<file path="src/rtl/rf_pkg.sv">
// Shared defaults and grant encoding for the register-file writeback arbiter.
package rf_pkg;

    localparam int DATA_W_DEFAULT = 32;
    localparam int REG_AW_DEFAULT = 5;

    typedef enum logic [1:0] {
        GNT_NONE = 2'd0,
        GNT_ALU  = 2'd1,
        GNT_LOAD = 2'd2
    } gnt_e;

endpackage

</file>
<file path="src/rtl/rr_arb2.sv">
// Two-way round-robin grant: bit 0 = ALU, bit 1 = load; on a tie the
// requester that did not win last time is chosen.
module rr_arb2
    import rf_pkg::*;
(
    input  logic [1:0] i_req,
    input  gnt_e       i_last_gnt,
    output logic [1:0] o_gnt
);

    // NOTE: every output of a combinational block gets a default first so no latch is inferred.
    always_comb begin
        o_gnt = 2'b00;
        case (i_req)
            2'b01:   o_gnt = 2'b01;
            2'b10:   o_gnt = 2'b10;
            2'b11:   o_gnt = (i_last_gnt == GNT_ALU) ? 2'b10 : 2'b01;
            default: o_gnt = 2'b00;
        endcase
    end

endmodule

</file>
<file path="src/rtl/regfile_wb_arbiter.sv">
// Merges ALU and load writebacks onto a single register-file write port with
// one holding entry per requester. Define RF_BYPASS_EN to forward the write port to the reads.
module regfile_wb_arbiter
    import rf_pkg::*;
#(
    parameter int DATA_W = DATA_W_DEFAULT,
    parameter int REG_AW = REG_AW_DEFAULT
) (
    input  logic              clk,
    input  logic              res,
    input  logic              a_valid,
    output logic              a_ready,
    input  logic [REG_AW-1:0] a_reg,
    input  logic [DATA_W-1:0] a_data,
    input  logic              l_valid,
    output logic              l_ready,
    input  logic [REG_AW-1:0] l_reg,
    input  logic [DATA_W-1:0] l_data,
    input  logic              flush,
    output logic              wr_en,
    output logic [REG_AW-1:0] wr_reg,
    output logic [DATA_W-1:0] data,
    input  logic [REG_AW-1:0] Ra,
    input  logic [REG_AW-1:0] Rb,
    input  logic [DATA_W-1:0] rf_out1,
    input  logic [DATA_W-1:0] rf_out2,
    output logic [DATA_W-1:0] fwd_out1,
    output logic [DATA_W-1:0] fwd_out2
);

    logic              r_occ_a, r_occ_l;
    logic [REG_AW-1:0] r_reg_a, r_reg_l;
    logic [DATA_W-1:0] r_data_a, r_data_l;
    gnt_e              r_last;
    logic              r_wr_en;
    logic [REG_AW-1:0] r_wr_reg;
    logic [DATA_W-1:0] r_data;

    logic [1:0] w_arb_gnt;
    logic       w_gnt_a, w_gnt_l;
    logic       w_acc_a, w_acc_l;

    rr_arb2 u_arb (
        .i_req      ({r_occ_l, r_occ_a}),
        .i_last_gnt (r_last),
        .o_gnt      (w_arb_gnt)
    );

    // Flush and reset both suppress the grant so nothing new reaches the port.
    assign w_gnt_a = w_arb_gnt[0] & ~flush & ~res;
    assign w_gnt_l = w_arb_gnt[1] & ~flush & ~res;

    assign a_ready = ~res & ~flush & (~r_occ_a | w_gnt_a);
    assign l_ready = ~res & ~flush & (~r_occ_l | w_gnt_l);
    assign w_acc_a = a_valid & a_ready;
    assign w_acc_l = l_valid & l_ready;

    // NOTE: sequential state uses non-blocking assignments so every register samples pre-edge values.
    always_ff @(posedge clk) begin
        if (res) begin
            r_occ_a  <= 1'b0;
            r_occ_l  <= 1'b0;
            r_last   <= GNT_ALU;
            r_wr_en  <= 1'b0;
            r_wr_reg <= '0;
            r_data   <= '0;
        end else begin
            r_wr_en <= w_gnt_a | w_gnt_l;
            if (w_gnt_a) begin
                r_wr_reg <= r_reg_a;
                r_data   <= r_data_a;
                r_last   <= GNT_ALU;
            end else if (w_gnt_l) begin
                r_wr_reg <= r_reg_l;
                r_data   <= r_data_l;
                r_last   <= GNT_LOAD;
            end

            // Writes to r0 are accepted but never occupy the entry.
            if (flush)        r_occ_a <= 1'b0;
            else if (w_acc_a) r_occ_a <= (a_reg != '0);
            else if (w_gnt_a) r_occ_a <= 1'b0;

            if (flush)        r_occ_l <= 1'b0;
            else if (w_acc_l) r_occ_l <= (l_reg != '0);
            else if (w_gnt_l) r_occ_l <= 1'b0;
        end
    end

    // NOTE: payload registers carry no reset; they are only observed while the occupied flag is set.
    always_ff @(posedge clk) begin
        if (w_acc_a) begin
            r_reg_a  <= a_reg;
            r_data_a <= a_data;
        end
        if (w_acc_l) begin
            r_reg_l  <= l_reg;
            r_data_l <= l_data;
        end
    end

    assign wr_en  = r_wr_en;
    assign wr_reg = r_wr_reg;
    assign data   = r_data;

`ifdef RF_BYPASS_EN
    assign fwd_out1 = (r_wr_en && r_wr_reg == Ra && Ra != '0) ? r_data : rf_out1;
    assign fwd_out2 = (r_wr_en && r_wr_reg == Rb && Rb != '0) ? r_data : rf_out2;
`else
    logic w_unused_rd;
    assign w_unused_rd = ^{Ra, Rb};
    assign fwd_out1    = rf_out1;
    assign fwd_out2    = rf_out2;
`endif

endmodule
</file>
<file path="config.mk">
export PLATFORM = sky130hd
export DESIGN_NAME = regfile_wb_arbiter
export DESIGN_NICKNAME = d
export VERILOG_FILES = /design/src/rtl/rf_pkg.sv /design/src/rtl/rr_arb2.sv /design/src/rtl/regfile_wb_arbiter.sv
export SDC_FILE = /design/constraint.sdc
export NUM_CORES = 1
export LEC_CHECK = 0
export ABC_AREA = 1
export BUFFER_PORTS_ARGS = -buffer_cell sky130_fd_sc_hd__buf_2
export CAP_MARGIN = 15
export CELL_PAD_IN_SITES_DETAIL_PLACEMENT = 0
export CELL_PAD_IN_SITES_GLOBAL_PLACEMENT = 1
export CORE_MARGIN = 8
export CORE_UTILIZATION = 35
export CTS_BUF_LIST = sky130_fd_sc_hd__clkbuf_8 sky130_fd_sc_hd__clkbuf_16
export DETAILED_ROUTE_END_ITERATION = 6
export HOLD_SLACK_MARGIN = 0.12
export PLACE_DENSITY_LB_ADDON = 0.1
export SLEW_MARGIN = 20
export SYNTH_ARGS = -nofsm -noshare
export SYNTH_HDL_FRONTEND = slang
export SYNTH_HIERARCHICAL = 1
export SYNTH_SLANG_ARGS = --single-unit
</file>
<file path="constraint.sdc">
create_clock -name clk -period 5.2 [get_ports clk]
set_clock_uncertainty 0.15 [all_clocks]
set_input_delay 1.3 -clock clk [delete_from_list [all_inputs] [get_ports clk]]
set_output_delay 1.3 -clock clk [all_outputs]
set_load 0.01 [all_outputs]
</file>
==> results_tabular.tex <==
\begin{tabular}{lr}
\hline
Metric & Value \\
\hline
\multicolumn{2}{l}{\textbf{Logic synthesis}} \\
\quad Post-synthesis compound-gate area fraction & 0.0443 \\
\quad Post-Synthesis Cells & 504 \\
\quad \#FFs+latches synth & 116 \\
\quad Share of synthesized area spent on multiplexers & 0 \\
\quad Main combinational cell family by area after synthesis & buffers and inverters \\
\quad Leading area contributor after synthesis & edfxtp\_1 \\
\quad Synth top area share & 0.450 \\
\quad Register area share after synthesis & 0.620 \\
\quad Number of distinct library cell variants in the gate-level netlist after synthesis & 16 \\
\quad Post-synthesis area per instance & just under 10 um\^{}2 \\
\quad Synth Cell Area & 4940 um\^{}2 \\
\quad Adder-cell share of the synthesized area & 0 \\
\quad Fraction of synthesized cell area in xor and xnor cells & 0 \\
\quad Top post-synthesis cells by area & edfxtp\_1, dfxtp\_1, buf\_4 \\
\quad Synthesized-area fraction occupied by and/or/nand/nor cells & 0.156 \\
\quad Number of warnings printed during yosys synthesis & 6 \\
\quad Net count after synthesis & 657 \\
\multicolumn{2}{l}{\textbf{Flow run}} \\
\quad Max-cap violation count & 0 \\
\multicolumn{2}{l}{\textbf{Floorplan}} \\
\quad Starting Density & 0.357 \\
\quad Boundary pin count & 257 \\
\quad Area of the placeable core & 13,800 um\^{}2 \\
\quad Row count & 43 \\
\quad Area enclosed by the die boundary & 18,200 um\^{}2 \\
\quad Die Wd & 135 um \\
\quad Vert. Die Dim & around 130 um \\
\multicolumn{2}{l}{\textbf{Finish}} \\
\quad Highest-count cells in the layout ignoring fill and taps & buf\_2, nand2\_1, inv\_1, edfxtp\_1, nand3\_1 \\
\quad Net count of the finished layout & 715 \\
\quad Ant. Diodes & 0 \\
\quad Number of fill cells & 1,401 \\
\quad Cell area after layout & 5820 um\^{}2 \\
\quad Synth-to-Final Area Change & 17.8\% \\
\quad Final Core Density & 0.421 \\
\quad Fraction of final layout cells sized beyond drive strength 1 & 0.270 \\
\quad Most common cell after layout, fill and taps aside & buf\_2 \\
\multicolumn{2}{l}{\textbf{Detailed routing}} \\
\quad First-pass iteration count of the detailed router & 4 \\
\quad Mean routed wirelength per cell & 18.0 um \\
\quad DRC violation total after the first TritonRoute iteration & 139 \\
\quad Remaining antenna violation count after routing & 0 \\
\quad Remaining design rule violation count & 0 \\
\quad Total wire length & approximately 14 mm \\
\quad Via-to-Cell Ratio & 4.42 \\
\quad Count of vias placed by the detailed router & 3,336 \\
\multicolumn{2}{l}{\textbf{Min path}} \\
\quad Type of the worst min-delay path & reg2reg \\
\quad Min-delay src & wr\_reg[4]\$\_SDFFE\_PP0P\_ \\
\multicolumn{2}{l}{\textbf{Setup path}} \\
\quad Kind of capture point of the worst setup path & output port \\
\quad Type of the worst setup path & in2out \\
\quad Worst-case reg-to-reg path depth & 9 \\
\quad Required time at the endpoint of the critical path & between 3 and 4 ns \\
\quad Critical register-to-register path endpoint & data[21]\$\_SDFFE\_PP0P\_ \\
\quad Crit Reg-Reg Startpoint & r\_last[1]\$\_SDFFE\_PP0P\_ \\
\quad Register-to-register path setup slack & between 2 and 2.5 ns \\
\quad Category of the worst setup path launch point & primary input \\
\quad CP Data Arrival Time & 2.40 ns \\
\quad Destination of the critical timing path & l\_ready \\
\quad CP max FO & 14 \\
\quad Launching element of the worst setup path & flush \\
\multicolumn{2}{l}{\textbf{Place}} \\
\quad Total of buffers placed on input and output ports & around 120 \\
\quad Placement-stage cell area & 5290 um\^{}2 \\
\quad Final GP Congestion & 0.716 \\
\quad Placed wire-length estimate after detailed placement & between 9 and 10 mm \\
\quad Post-placement setup slack & 1.33 ns \\
\multicolumn{2}{l}{\textbf{CTS}} \\
\quad Number of buffers on the longest clock path & 2 \\
\quad CTS Sinks & about 120 \\
\quad Number of buffers created by CTS & 17 \\
\quad Post-CTS Repair Setup Buffers & 0 \\
\quad CTS root buf & clkbuf\_16 \\
\quad TritonCTS clock tree & done \\
\quad CTS H-tree lvls & 4 \\
\quad Insertion delay of the later-clocked pin in the worst-skew pair & just over 0.4 ns \\
\quad PostCTS Resize Cnt & 0 \\
\quad Number of hold buffers added after CTS & 0 \\
\quad CTS clock-pin slew for the worst setup and hold paths & 0.05 ns \\
\multicolumn{2}{l}{\textbf{Timing}} \\
\quad RSZ-0062 raised after global routing & no \\
\quad Post-route fraction of the period consumed by the critical path & 0.740 \\
\quad Final Max Slew Viols & 0 \\
\quad Worst-margin pin slew & 0.920 ns \\
\quad Number of hold violations in the final report & 0 \\
\quad Worst Slack Setup Final & 1.35 ns \\
\quad Upper clock frequency limit & 0.260 GHz \\
\quad Min Clock Period, post-route & 3.85 ns \\
\quad Relative slew slack & 0.384 \\
\quad Smallest hold slack & 0.308 ns \\
\quad Sum of negative setup slack & 0 ns \\
\quad Count of endpoints failing setup in the final report & 0 \\
\multicolumn{2}{l}{\textbf{Power and ir drop}} \\
\quad Leakage power total & 0.00264 uW \\
\quad Ratio of total power to cell area & 376 nW/um\^{}2 \\
\quad Peak VDD IR & between 0.15 and 0.2 mV \\
\multicolumn{2}{l}{\textbf{Global route}} \\
\quad Initial antenna violation count & 1 \\
\quad Pin count of the biggest net entering global routing & 41 \\
\quad GRT Util Overall & 0.153 \\
\quad Global route overflow & 0 \\
\quad Number of global-route vias before repair & 3,506 \\
\quad Global-route wire length before repair & about 20 mm \\
\multicolumn{2}{l}{\textbf{Outcome}} \\
\quad Status & finished, final reports clean \\
\hline
\end{tabular}
==> kinds of logic (layout without fill, tap and decap cells) <==
logic type / after synthesis / after routing
AOI/OAI and AO/OA: 43 / 43
DFF: 116 / 116
buffers and inverters: 167 / 238
and+or+nand+nor: 178 / 178
==> power breakdown <==
part	internal [uW]	total, uW	switching, uW
sequential	1010	1020	9.88
clock	661	1030	372
combinational	50.0	132	82.3
==> cell type report <==
type / instances / area (um^2) / share of cell area
clock buffer: 19 / 453 / 0.0778
clock inverter: 13 / 78.8 / 0.0135
timing repair buffer: 125 / 683 / 0.117
inverter: 81 / 304 / 0.0522
tap: 180 / 225 / 0.0387
multi-input combinational: 221 / 1010 / 0.174
sequential: 116 / 3060 / 0.526
==> synthesized netlist by cell type <==
master / instances
nor2_4: 1
o21ai_2: 1
o21ai_0: 5
a21oi_1: 37
nor2_1: 14
dfxtp_1: 42
nand2_2: 1
nand3_1: 72
inv_1: 80
clkbuf_1: 8
nand2_1: 89
buf_4: 66
inv_2: 1
edfxtp_1: 74
nor3_1: 1
buf_2: 12
==> worst max-delay path: stages <==
cell     delay [ns]
buf_2          0.13
nor2_4         0.30
nand2_1        0.20
nand2_1        0.12
nand2_1        0.11
inv_1          0.10
buf_2          0.13
==> per-stage QoR <==
step	power (uW)	std cells
2_1_floorplan	1150	504
3_3_place_gp	1170	721
3_5_place_dp	1180	723
4_1_cts	2220	755
5_1_grt	2280	755
6_report	2190	755
==> per-layer routing <==
| metal | track usage | part of all wire | vias up |
|---|---|---|---|
| li1 | - | - | 1673 |
| met1 | 0.148 | 0.37 | 1476 |
| met2 | 0.267 | 0.51 | 143 |
| met3 | 0.0613 | 0.080 | 42 |
| met4 | 0.0911 | 0.037 | 2 |
| met5 | 0.00583 | 0.00059 | - |
==> how the worst min path moves through the flow <==
stage / endpoint / slack, ns / cells past startpoint
4_1_cts: wr_reg[4]$_SDFFE_PP0P_ / 0.31 / 2
5_1_grt: data[18]$_SDFFE_PP0P_ / 0.33 / 2
2_1_floorplan: r_last[0]$_SDFFE_PP1P_ / 0.29 / 2
3_5_place_dp: wr_reg[4]$_SDFFE_PP0P_ / 0.30 / 2
3_3_place_gp: data[31]$_SDFFE_PP0P_ / 0.30 / 2
6_report: wr_reg[4]$_SDFFE_PP0P_ / 0.31 / 2
Power figures use the tool's default switching activity.
